### config.mk
export PLATFORM = sky130hd
export DESIGN_NAME = ha_result_accumulator
export DESIGN_NICKNAME = d
export VERILOG_FILES = /design/src/rtl/ha_acc_pkg.sv /design/src/rtl/ha_result_accumulator_sat_add.sv /design/src/rtl/ha_result_accumulator.sv
export SDC_FILE = /design/constraint.sdc
export NUM_CORES = 1
export LEC_CHECK = 0
export ABC_AREA = 0
export CAP_MARGIN = 10
export CORE_MARGIN = 3
export CORE_UTILIZATION = 45
export CTS_CLUSTER_SIZE = 12
export DETAILED_ROUTE_END_ITERATION = 12
export HOLD_SLACK_MARGIN = 0.08
export PLACE_DENSITY = 0.74
export SLEW_MARGIN = 10
export SYNTH_ARGS = -nofsm -noshare
export SYNTH_HDL_FRONTEND = slang
export SYNTH_SLANG_ARGS = --single-unit
### constraint.sdc
create_clock -name clk -period 5.2 [get_ports clk]
set_input_delay 1.04 -clock clk [delete_from_list [all_inputs] [get_ports clk]]
set_output_delay 1.04 -clock clk [all_outputs]
set_load 0.01 [all_outputs]
### src/rtl/ha_acc_pkg.sv
// Shared types for the half-adder result accumulator: FSM state encoding and sample width.
package ha_acc_pkg;

  typedef enum logic [1:0] {
    IDLE  = 2'd0,
    ACCUM = 2'd1,
    DONE  = 2'd2
  } state_t;

  localparam int SAMPLE_W = 2;

endpackage

### src/rtl/ha_result_accumulator_sat_add.sv
// Saturating adder: ACC_W-bit running value plus a SAMPLE_W-bit sample, clamped to all-ones.
module sat_add
  import ha_acc_pkg::*;
#(
  parameter int ACC_W = 8
) (
  input  logic [ACC_W-1:0]    a,
  input  logic [SAMPLE_W-1:0] b,
  output logic [ACC_W-1:0]    sum,
  output logic                ovf
);

  logic [ACC_W:0] wide;

  // One extra bit of headroom exposes the carry-out used as the overflow flag.
  assign wide = {1'b0, a} + {{(ACC_W + 1 - SAMPLE_W){1'b0}}, b};
  assign ovf  = wide[ACC_W];
  assign sum  = ovf ? {ACC_W{1'b1}} : wide[ACC_W-1:0];

endmodule

### src/rtl/ha_result_accumulator.sv
// Frame accumulator for {carry,sum} half-adder results with a valid/ready result port.
module ha_result_accumulator
  import ha_acc_pkg::*;
#(
  parameter int ACC_W     = 8,
  parameter int N_SAMPLES = 8,
  parameter int CNT_W     = 8
) (
  input  logic             clk,
  input  logic             rst,
  input  logic             start,
  input  logic             in_valid,
  input  logic             in_sum,
  input  logic             in_carry,
  output logic             in_ready,
  output logic             busy,
  output logic             out_valid,
  input  logic             out_ready,
  output logic [ACC_W-1:0] out_acc,
  output logic             out_ovf
);

  state_t           state;
  logic [ACC_W-1:0] acc;
  logic [CNT_W-1:0] cnt;
  logic [ACC_W-1:0] next_sum;
  logic             next_ovf;
  logic             accept;
  logic             last;

  assign in_ready = (state == ACCUM);
  assign accept   = in_valid & in_ready;
  assign last     = (cnt == CNT_W'(N_SAMPLES - 1));

  sat_add #(.ACC_W(ACC_W)) u_sat_add (
    .a   (acc),
    .b   ({in_carry, in_sum}),
    .sum (next_sum),
    .ovf (next_ovf)
  );

  // Frame FSM with counter, accumulator and registered result port.
  always_ff @(posedge clk or posedge rst) begin
    if (rst) begin
      state     <= IDLE;
      acc       <= {ACC_W{1'b0}};
      cnt       <= {CNT_W{1'b0}};
      out_acc   <= {ACC_W{1'b0}};
      out_ovf   <= 1'b0;
      out_valid <= 1'b0;
      busy      <= 1'b0;
    end else begin
      case (state)
        IDLE: begin
          if (start) begin
            state   <= ACCUM;
            acc     <= {ACC_W{1'b0}};
            cnt     <= {CNT_W{1'b0}};
            out_ovf <= 1'b0;
            busy    <= 1'b1;
          end
        end
        ACCUM: begin
          if (accept) begin
            acc <= next_sum;
            cnt <= cnt + CNT_W'(1);
            if (next_ovf) begin
              out_ovf <= 1'b1;
            end
            // The last sample lands in out_acc directly so the result is visible one cycle later.
            if (last) begin
              out_acc   <= next_sum;
              out_valid <= 1'b1;
              state     <= DONE;
            end
          end
        end
        DONE: begin
          if (out_ready) begin
            out_valid <= 1'b0;
            state     <= IDLE;
            busy      <= 1'b0;
          end
        end
        default: begin
          state     <= IDLE;
          out_valid <= 1'b0;
          busy      <= 1'b0;
        end
      endcase
    end
  end

endmodule

==> results of run 1 <==
## flip-flops by register name, summed over array words and instances (netlist names)
signal     flops
acc            8
busy           1
cnt            8
out_acc        8
out_ovf        1
out_valid      1
state          2
## critical path, stage by stage
cell                              delay [ns]
sky130_fd_sc_hd__clkdlybuf4s50_1        0.46
sky130_fd_sc_hd__ha_1                   0.16
sky130_fd_sc_hd__inv_1                  0.05
sky130_fd_sc_hd__fa_1                   0.44
sky130_fd_sc_hd__nand3b_1               0.26
sky130_fd_sc_hd__nor2_1                 0.18
sky130_fd_sc_hd__mux2_2                 0.34
sky130_fd_sc_hd__mux2_2                 0.25
## layer usage
layer	vias up	routed length, microns
li1	594	-
met1	592	1365
met2	37	1438
met3	6	171
met4	0	50
met5	-	0
## kinds of logic (layout without fill, tap and decap cells)
logic type      Yosys count  count (layout)  share of synthesized area (%)
simple gates             54              54                          19.88
compound gates           46              46                          18.20
flops                    29              29                          48.66
buf+inv                  15              36                          4.278
xor+xnor                  5               5                          2.936
fa+ha+maj                 4               4                          3.859
mux                       3               3                          2.181
## cells in the final DEF, fill, tap and decap left out, types with 2 or more instances in the layout
master / instances
sky130_fd_sc_hd__dfrtp_1: 29
sky130_fd_sc_hd__nand3_1: 4
sky130_fd_sc_hd__nand2b_1: 2
sky130_fd_sc_hd__clkdlybuf4s50_1: 18
sky130_fd_sc_hd__o22ai_1: 3
sky130_fd_sc_hd__nand2_1: 10
sky130_fd_sc_hd__or3_1: 2
sky130_fd_sc_hd__xnor2_1: 4
sky130_fd_sc_hd__nand4_1: 2
sky130_fd_sc_hd__o31ai_1: 3
sky130_fd_sc_hd__inv_1: 9
sky130_fd_sc_hd__a21oi_1: 13
sky130_fd_sc_hd__nor4_1: 2
sky130_fd_sc_hd__or2_2: 2
sky130_fd_sc_hd__nor3_1: 2
sky130_fd_sc_hd__a21o_1: 3
sky130_fd_sc_hd__a22o_1: 2
sky130_fd_sc_hd__o21a_1: 2
sky130_fd_sc_hd__a31oi_1: 5
sky130_fd_sc_hd__clkbuf_4: 5
sky130_fd_sc_hd__o21ai_0: 14
sky130_fd_sc_hd__ha_1: 3
sky130_fd_sc_hd__nor2_1: 17
sky130_fd_sc_hd__clkbuf_8: 2
sky130_fd_sc_hd__mux2_2: 2
## metrics by stage
step | hold slack (ns) | worst slack (ns)
2_1_floorplan | 0.4538 | 2.474
3_3_place_gp | 0.4733 | 1.916
3_5_place_dp | 0.4792 | 1.881
4_1_cts | 0.4997 | 2.228
5_1_grt | 0.5188 | 2.094
6_report | 0.4976 | 2.221
## where the power goes
group	total [mW]	switching (mW)	internal, mW
Clock	0.156	0.0781	0.0782
Sequential	0.366	0.0684	0.297
Combinational	0.344	0.172	0.172
## layout make-up
type | instances | area share [%]
inverter | 10 | 2.120
multi-input combinational | 112 | 39.65
timing repair buffer | 18 | 10.18
tap | 44 | 3.110
clock inverter | 1 | 0.2827
clock buffer | 7 | 3.675
sequential | 29 | 40.99
## path summary, 6_finish.rpt
check	end	startpoint	slack (ns)	cells after the start
setup / recovery	out_acc[6]$_DFFE_PP0P_	in_sum	2.22	8
hold / removal	acc[0]$_DFFE_PP0P_	acc[0]$_DFFE_PP0P_	0.50	2
setup reg to reg	out_acc[6]$_DFFE_PP0P_	state[1]$_DFFE_PP0P_	2.89	3
hold reg to reg	acc[0]$_DFFE_PP0P_	acc[0]$_DFFE_PP0P_	0.50	2
max in group asynchronous	cnt[7]$_DFFE_PP0P_	rst	3.60	2
min in group asynchronous	out_valid$_DFFE_PP0P_	rst	1.12	2
==> PnR_summary.wiki, run 1 <==
{| class="wikitable"
! Metric !! Value
|-
| Status || completed
|-
| Number of gates resized after cts || 0
|-
| Non-filler instance count after layout || 221
|-
| Number of nets in the layout || 187
|-
| Final Hold Viols || 0
|-
| Synth Area per Inst || 9.560 sq um
|-
| Global-route wire length before repair || 5.520 mm
|-
| Prevailing post-synth register cell || sky130_fd_sc_hd__dfrtp_1
|-
| Overall die area || 4041 sq um
|-
| Insertion delay of the later-clocked pin in the worst-skew pair || 0.33 ns
|-
| H-Tree Depth || 2
|-
| Top area cells in the synthesized netlist || sky130_fd_sc_hd__dfrtp_1 49%, sky130_fd_sc_hd__o21ai_0 4.7%, sky130_fd_sc_hd__a21oi_1 4.4%, sky130_fd_sc_hd__nor2_1 4.3%, sky130_fd_sc_hd__ha_1 2.5%
|-
| Leakage power || 0.7555 nW
|-
| Avg Vias per Cell || 5.561
|-
| Clock skew || 0.009070 ns
|-
| Number of rows created at floorplan || 20
|-
| Pwr/cell area || 489.0 nW/um^2
|-
| Cell taking the most area after synthesis || sky130_fd_sc_hd__dfrtp_1
|-
| FF+latch area || 725.7 sq um
|-
| Diode insertion count for antenna repair || 0
|-
| Pins over their slew limit || 0
|-
| Average routed wire per standard cell || 13.69 microns
|-
| VDD IR max || 0.0001546 V
|-
| Tmin final || 2.979 ns
|-
| Post-synthesis net count || 167
|-
| FILL cells || 291
|-
| Clock tree from TritonCTS || done
|-
| Vias in the first global route || 1175
|-
| Antenna Violating Nets Remaining || 0
|-
| TritonCTS Buffers || 5
|-
| Number of violations reported at the end of detailed-routing iteration 0 || 105
|-
| Relative slew slack || 32.38%
|-
| Met1 track demand over resource || 22.12%
|-
| Yosys cell types || 39
|-
| Post-synthesis sequential area ratio || 48.66%
|-
| GRT Total Usage || 17.52%
|-
| Initial core utilization || 48.06%
|-
| Top achievable clock speed || 335.7 MHz
|-
| Core ar. || 3103 sq um
|-
| Synth Instances || 156
|-
| Count of flip-flops with a built-in enable after synthesis || 0
|-
| Pwr Total || 865.8 uW
|-
| Cells after DPL || 213
|-
| Portion of the clock cycle consumed by the worst path in the final layout || 57.28%
|-
| Number of primary I/O pins || 19
|-
| Synth top area share || 48.66%
|-
| Proportion of layout cells with a drive suffix above 1 || 9.605%
|-
| DRC violations left || 0
|-
| Most frequent cells after synthesis || 29 x sky130_fd_sc_hd__dfrtp_1, 17 x sky130_fd_sc_hd__nor2_1, 14 x sky130_fd_sc_hd__o21ai_0
|-
| Final core utilization || 57.06%
|-
| Class of the tightest hold or removal check || register to register
|-
| Height of the die || 63.57 microns
|-
| Area of the mapped netlist || 1491 sq um
|-
| Sink count of the clock tree || 29
|-
| Launching element type of the critical path || primary input
|-
| Initial antenna violation count || 0
|-
| Post-route design area || 1770 sq um
|-
| Warning count from the yosys run || 0
|-
| Most frequently used cell type in the post-synthesis netlist || sky130_fd_sc_hd__dfrtp_1
|-
| Cell area reported after detailed placement || 1700 sq um
|-
| Buffer cell driving the clock tree root || sky130_fd_sc_hd__clkbuf_4
|-
| Half-perimeter wire length of the detailed placement result || 2.104 mm
|-
| Placer congestion estimate || 0.9243
|-
| WP data required || 5.42 ns
|-
| Register bit total from synthesis || 29
|-
| Worst-Margin Slew || 1.008 ns
|-
| Number of max-cap violations || 0
|-
| Clock transition at the registers of the reported paths || 0.09 ns
|-
| Final sum of negative setup slack || 0 ns
|-
| DRT Pass-1 Iters || 4
|-
| Worst-case clock buffer depth || 2
|-
| Asr flop ratio synth || 100.0%
|-
| Hold-fix buffer count after cts || 0
|-
| Remaining global-route overflow || 0
|-
| Highest net fanout along the worst path || 5
|-
| Kind of capture point of the worst setup path || register
|-
| Post CTS Setup Buffer Count || 0
|-
| Multi-input gate area in the final layout || 701.9 sq um
|-
| Met3 Resource Use GR || 6.417%
|-
| Setup repair after global routing missed its margin || no
|-
| Overall via count from detail_route || 1229
|-
| Chip Width || 63.57 microns
|-
| Final setup viols || 0
|-
| Post-synthesis to final-layout area growth || 18.71%
|-
| Arrival time at the worst endpoint || 3.20 ns
|-
| Port buffer count || 18
|-
| Wire length after detailed routing || 3.025 mm
|-
| Largest net degree at the start of global routing || 30
|-
| Met2 track utilization from global routing || 27.12%
|-
| Path type of the worst setup path || primary input to register
|-
| Busiest metal layer after global routing || met2
|}
No activity file was read; power rests on OpenSTA's default activity.
==> run 2: changes to the inputs <==
==> constraint.sdc (replaced) <==
create_clock -name clk -period 3.1 [get_ports clk]
set_input_delay 0.62 -clock clk [delete_from_list [all_inputs] [get_ports clk]]
set_output_delay 0.62 -clock clk [all_outputs]
set_load 0.01 [all_outputs]
==> run 2 against run 1 <==
Largest power group unchanged. Sequential power is 67% higher. Critical path depth did not move. Critical path type unchanged. Flip-flop and latch count unchanged.
==> PnR_summary.wiki, run 2 (synthesized netlist as in run 1, its figures left out) <==
{| class="wikitable"
! Metric !! Value
|-
| Status || completed
|-
| Worst setup path start || in_sum
|-
| Final core utilization || 57.78%
|-
| Worst-case clock buffer depth || 2
|-
| Half-perimeter wire length of the detailed placement result || 2.192 mm
|-
| Worst Path Buf+Inv || 2
|-
| Most used cell along the critical path || sky130_fd_sc_hd__mux2_2
|-
| Max stage delay cell, worst path || sky130_fd_sc_hd__clkdlybuf4s50_1
|-
| Vias in the first global route || 1220
|-
| Antenna Violating Nets Remaining || 0
|-
| Most used cells in the layout excluding fill and tap cells || 29 x sky130_fd_sc_hd__dfrtp_1, 18 x sky130_fd_sc_hd__clkdlybuf4s50_1, 17 x sky130_fd_sc_hd__nor2_1, 14 x sky130_fd_sc_hd__o21ai_0, 13 x sky130_fd_sc_hd__a21oi_1
|-
| TritonCTS Buffers || 5
|-
| Final setup viols || 0
|-
| Worst min-delay path startpoint || out_valid$_DFFE_PP0P_
|-
| Number of violations reported at the end of detailed-routing iteration 0 || 75
|-
| DRC violations left || 0
|-
| Number of rows created at floorplan || 20
|-
| Average routed wire per standard cell || 13.91 microns
|-
| Proportion of layout cells with a drive suffix above 1 || 11.11%
|-
| Largest net degree at the start of global routing || 30
|-
| Tmin final || 2.580 ns
|-
| Pwr/cell area || 807.8 nW/um^2
|-
| Overall via count from detail_route || 1230
|-
| Number of nets in the layout || 190
|-
| Worst-Margin Slew || 0.8180 ns
|-
| Pwr Total || 1.448 mW
|-
| Initial antenna violation count || 0
|-
| Cell family with the largest share of critical-path delay || adder cells
|-
| Final Hold Viols || 0
|-
| Arrival time at the worst endpoint || 2.79 ns
|-
| Post-synthesis to final-layout area growth || 20.22%
|-
| Initial core utilization || 48.06%
|-
| Path type of the worst setup path || primary input to register
|-
| Critical Path Max Stage Delay || 0.46 ns
|-
| Class of the tightest hold or removal check || register to register
|-
| Number of gates resized after cts || 0
|-
| Height of the die || 63.57 microns
|-
| Remaining global-route overflow || 0
|-
| Largest registers || acc: 8 flops, cnt: 8 flops, out_acc: 8 flops
|-
| Highest net fanout along the worst path || 5
|-
| Hold-fix buffer count after cts || 0
|-
| Port buffer count || 18
|-
| Clock skew || 0.007914 ns
|-
| Launching element type of the critical path || primary input
|-
| Chip Width || 63.57 microns
|-
| Core ar. || 3103 sq um
|-
| Pins over their slew limit || 0
|-
| Kind of capture point of the worst setup path || register
|-
| Post CTS Setup Buffer Count || 0
|-
| H-Tree Depth || 2
|-
| Leakage power || 0.7750 nW
|-
| VDD IR max || 0.0002467 V
|-
| Wire length after detailed routing || 3.116 mm
|-
| Relative slew slack || 45.35%
|-
| Cells after DPL || 216
|-
| Clock tree from TritonCTS || done
|-
| Number of max-cap violations || 0
|-
| Sink count of the clock tree || 29
|-
| Final sum of negative setup slack || 0 ns
|-
| WP data required || 3.31 ns
|-
| Worst Setup Slack post-DPL || 0.1970 ns
|-
| Portion of the clock cycle consumed by the worst path in the final layout || 83.22%
|-
| Insertion delay of the later-clocked pin in the worst-skew pair || 0.33 ns
|-
| GRT Total Usage || 17.68%
|-
| Number of primary I/O pins || 19
|-
| Placer congestion estimate || 0.9099
|-
| Non-filler instance count after layout || 224
|-
| Diode insertion count for antenna repair || 0
|-
| DRT Pass-1 Iters || 4
|-
| Avg Vias per Cell || 5.491
|-
| Global-route wire length before repair || 5.582 mm
|-
| Overall die area || 4041 sq um
|-
| Top achievable clock speed || 387.6 MHz
|-
| RR Startpoint || acc[0]$_DFFE_PP0P_
|-
| Setup WS post-layout || 0.5201 ns
|-
| Clock transition at the registers of the reported paths || 0.09 ns
|-
| Cell chain of the critical path || clkdlybuf4s50_1 > ha_1 > inv_1 > fa_1 > nand3b_1 > nor2_1 > mux2_2 > mux2_2
|-
| Most common library cell in the layout ignoring fill and taps || sky130_fd_sc_hd__dfrtp_1
|-
| Buffer cell driving the clock tree root || sky130_fd_sc_hd__clkbuf_4
|-
| Setup repair after global routing missed its margin || no
|}
[run 2: cell count changes in the layout (fill, tap and decap cells not counted), sizes merged]
cell / delta
buf: +3
clkinv: -1
inv: +1
[run 2: metrics by stage]
| stage | hold slack, ns | area [sq um] |
|---|---|---|
| after floorplan | 0.4538 | 1491 |
| final | 0.4986 | 1793 |
| after detailed placement | 0.4804 | 1723 |
| after global placement | 0.4744 | 1723 |
| after CTS | 0.5023 | 1793 |
| after global routing | 0.5347 | 1793 |
[run 2: cell type report]
cell class | count | area (sq um)
Timing Repair Buffer | 21 | 202.7
Inverter | 10 | 37.54
Clock inverter | 1 | 5.005
Tap cell | 44 | 55.05
Sequential cell | 29 | 725.7
Clock buffer | 7 | 65.06
Multi-Input combinational cell | 112 | 701.9
Fill cell | 293 | 1310
[run 2: final timing paths]
path / endpoint / slack, ns / cells after the start
setup / recovery: out_acc[6]$_DFFE_PP0P_ / 0.52 / 8
hold / removal: out_valid$_DFFE_PP0P_ / 0.50 / 1
setup reg to reg: out_acc[6]$_DFFE_PP0P_ / 0.90 / 7
hold reg to reg: out_valid$_DFFE_PP0P_ / 0.50 / 1
max in group asynchronous: cnt[0]$_DFFE_PP0P_ / 2.16 / 3
min in group asynchronous: out_valid$_DFFE_PP0P_ / 0.65 / 3
[run 2: per-layer routing]
layer / track usage (%) / share of wire (%) / vias to the layer above
li1: - / - / 595
met1: 22.37 / 45 / 594
met2: 28.42 / 48 / 35
met3: 3.743 / 4.8 / 6
met4: 8.895 / 1.7 / 0
met5: 0 / 0 / -
[run 2: where the power goes]
part	total [mW]	leakage, nW	internal, mW	switching (mW)
clock	0.260	0.0413	0.131	0.129
combinational	0.577	0.359	0.291	0.286
sequential	0.611	0.374	0.499	0.112
total	1.45	0.775	0.921	0.527
==> run 3: changes to the inputs <==
==> constraint.sdc (replaced) <==
create_clock -name clk -period 2.45 [get_ports clk]
set_input_delay 0.49 -clock clk [delete_from_list [all_inputs] [get_ports clk]]
set_output_delay 0.49 -clock clk [all_outputs]
set_load 0.01 [all_outputs]
==> run 3 against run 2 <==
Hold slack worse by 0.00089 ns. Critical endpoint unchanged. Largest cell class unchanged. Utilization up 1.2 points. Critical path depth unchanged. Flip-flop and latch count unchanged. Non-clock buffer count increased by 5. Die area unchanged. Setup slack worse by 0.38 ns.
==> PnR_summary.wiki, run 3 (synthesized netlist as in run 1, its figures left out) <==
{| class="wikitable"
! Metric !! Value
|-
| Status || completed
|-
| GRT Total Usage || 17.70%
|-
| Insertion delay of the later-clocked pin in the worst-skew pair || 0.33 ns
|-
| Port buffer count || 18
|-
| Cells after DPL || 221
|-
| Half-perimeter wire length of the detailed placement result || 2.225 mm
|-
| Number of rows created at floorplan || 20
|-
| Final setup viols || 0
|-
| Total routed wire length on the met1 layer || 1.387 mm
|-
| H-Tree Depth || 2
|-
| Initial core utilization || 48.06%
|-
| Most used cells in the layout excluding fill and tap cells || 29 x sky130_fd_sc_hd__dfrtp_1, 18 x sky130_fd_sc_hd__clkdlybuf4s50_1, 17 x sky130_fd_sc_hd__nor2_1, 14 x sky130_fd_sc_hd__o21ai_0, 13 x sky130_fd_sc_hd__a21oi_1
|-
| Pwr Total || 1.868 mW
|-
| Worst reg-to-reg setup slack || 0.40 ns
|-
| Wire length after detailed routing || 3.148 mm
|-
| Placer congestion estimate || 0.8361
|-
| Non-filler instance count after layout || 229
|-
| Most common library cell in the layout ignoring fill and taps || sky130_fd_sc_hd__dfrtp_1
|-
| Post CTS Setup Buffer Count || 0
|-
| Chip Width || 63.57 microns
|-
| Portion of the clock cycle consumed by the worst path in the final layout || 94.27%
|-
| Antenna Violating Nets Remaining || 0
|-
| Tmin final || 2.310 ns
|-
| Setup repair after global routing missed its margin || no
|-
| Cell family with the largest share of critical-path delay || multiplexers
|-
| Most used cell along the critical path || sky130_fd_sc_hd__mux2_2
|-
| Detail Route met2 WL || 1.590 mm
|-
| Kind of capture point of the worst setup path || register
|-
| WP data required || 2.66 ns
|-
| DRT Pass-1 Iters || 5
|-
| Leakage power || 0.7984 nW
|-
| Largest registers || acc: 8 flops, cnt: 8 flops, out_acc: 8 flops
|-
| Core ar. || 3103 sq um
|-
| Routed length on met3 || 145 microns
|-
| Worst-Margin Slew || 0.5239 ns
|-
| Launching element type of the critical path || primary input
|-
| Clock tree from TritonCTS || done
|-
| Post-synthesis to final-layout area growth || 22.74%
|-
| Remaining global-route overflow || 0
|-
| Vias in the first global route || 1245
|-
| Top achievable clock speed || 433.0 MHz
|-
| Number of max-cap violations || 0
|-
| Cell chain of the critical path || clkdlybuf4s50_1 > ha_1 > inv_1 > fa_1 > nand3b_1 > nor2_1 > mux2_2 > mux2_2
|-
| Number of violations reported at the end of detailed-routing iteration 0 || 84
|-
| TritonCTS Buffers || 5
|-
| Average routed wire per standard cell || 13.75 microns
|-
| Initial antenna violation count || 0
|-
| Number of gates resized after cts || 0
|-
| Class of the tightest hold or removal check || register to register
|-
| Path type of the worst setup path || primary input to register
|-
| Overall die area || 4041 sq um
|-
| Highest net fanout along the worst path || 2
|-
| Diode insertion count for antenna repair || 0
|-
| Number of primary I/O pins || 19
|-
| FILL cells || 288
|-
| Avg Vias per Cell || 5.528
|-
| Hold-fix buffer count after cts || 0
|-
| Final Hold Viols || 0
|-
| Sink count of the clock tree || 29
|-
| Proportion of layout cells with a drive suffix above 1 || 13.51%
|-
| Worst Path Buf+Inv || 2
|-
| Clock transition at the registers of the reported paths || 0.09 ns
|-
| Worst hold margin || 0.4977 ns
|-
| Critical Path Max Stage Delay || 0.46 ns
|-
| Height of the die || 63.57 microns
|-
| Highest metal used || met4
|-
| Largest net degree at the start of global routing || 30
|-
| VDD IR max || 0.0004194 V
|-
| Buffer cell driving the clock tree root || sky130_fd_sc_hd__clkbuf_4
|-
| Clock skew || 0.01830 ns
|-
| Number of nets in the layout || 195
|-
| Overall via count from detail_route || 1266
|-
| Relative slew slack || 64.07%
|-
| Max stage delay cell, worst path || sky130_fd_sc_hd__clkdlybuf4s50_1
|-
| Arrival time at the worst endpoint || 2.52 ns
|-
| Worst-case clock buffer depth || 2
|-
| Global-route wire length before repair || 5.651 mm
|-
| DRC violations left || 0
|-
| Pins over their slew limit || 0
|-
| Pwr/cell area || 1020 nW/um^2
|}
[run 3: cell types whose count changed in the layout (fill, tap and decap cells not counted), sizes merged]
cell / delta
buf: +5
[run 3: final timing paths]
check,startpoint,endpoint,depth (start not counted)
min reg2reg,acc[0]$_DFFE_PP0P_,acc[0]$_DFFE_PP0P_,2
min,acc[0]$_DFFE_PP0P_,acc[0]$_DFFE_PP0P_,2
min in group asynchronous,rst,out_acc[1]$_DFFE_PP0P_,3
max,in_sum,out_acc[6]$_DFFE_PP0P_,8
max in group asynchronous,rst,cnt[0]$_DFFE_PP0P_,3
max reg2reg,acc[0]$_DFFE_PP0P_,out_acc[6]$_DFFE_PP0P_,7
[run 3: final cells by class]
class | count | area, sq um | area share [%]
tap | 44 | 55.05 | 3.008
clock buffer | 7 | 65.06 | 3.554
clock inverter | 1 | 5.005 | 0.2734
inverter | 10 | 37.54 | 2.051
multi-input combinational | 112 | 701.9 | 38.35
timing repair buffer | 26 | 240.2 | 13.12
sequential | 29 | 725.7 | 39.64
[run 3: per-stage QoR]
| stage | util, % | area, sq um | setup slack [ns] | TNS, ns |
|---|---|---|---|---|
| detailed placement | 56.73 | 1760 | -0.1822 | -0.7780 |
| CTS | 58.99 | 1831 | 0.1541 | 0 |
| global route | 58.99 | 1831 | 0.05755 | 0 |
| floorplan | - | 1491 | 0.2735 | 0 |
| global placement | 56.73 | 1760 | -0.1423 | -0.3244 |
| finish | 58.99 | 1831 | 0.1403 | 0 |
[run 3: power breakdown]
group          internal [mW]  leakage (nW)  switching, mW
clock                  0.166        0.0413          0.170
sequential             0.631         0.374          0.141
combinational          0.389         0.383          0.370
[run 3: worst reg2reg max path, stage by stage, from the launching register on]
cell                       delay [ns]
sky130_fd_sc_hd__dfrtp_1         0.36
sky130_fd_sc_hd__ha_1            0.17
sky130_fd_sc_hd__inv_1           0.06
sky130_fd_sc_hd__fa_1            0.39
sky130_fd_sc_hd__nand3b_1        0.19
sky130_fd_sc_hd__nor2_1          0.16
sky130_fd_sc_hd__mux2_2          0.35
sky130_fd_sc_hd__mux2_2          0.26
[run 3: per-layer routing]
metal,vias to the layer above,global-route usage (%)
met4,0,7.547
met2,37,29.60
met5,-,0
met1,616,21.30
li1,609,-
met3,4,4.813
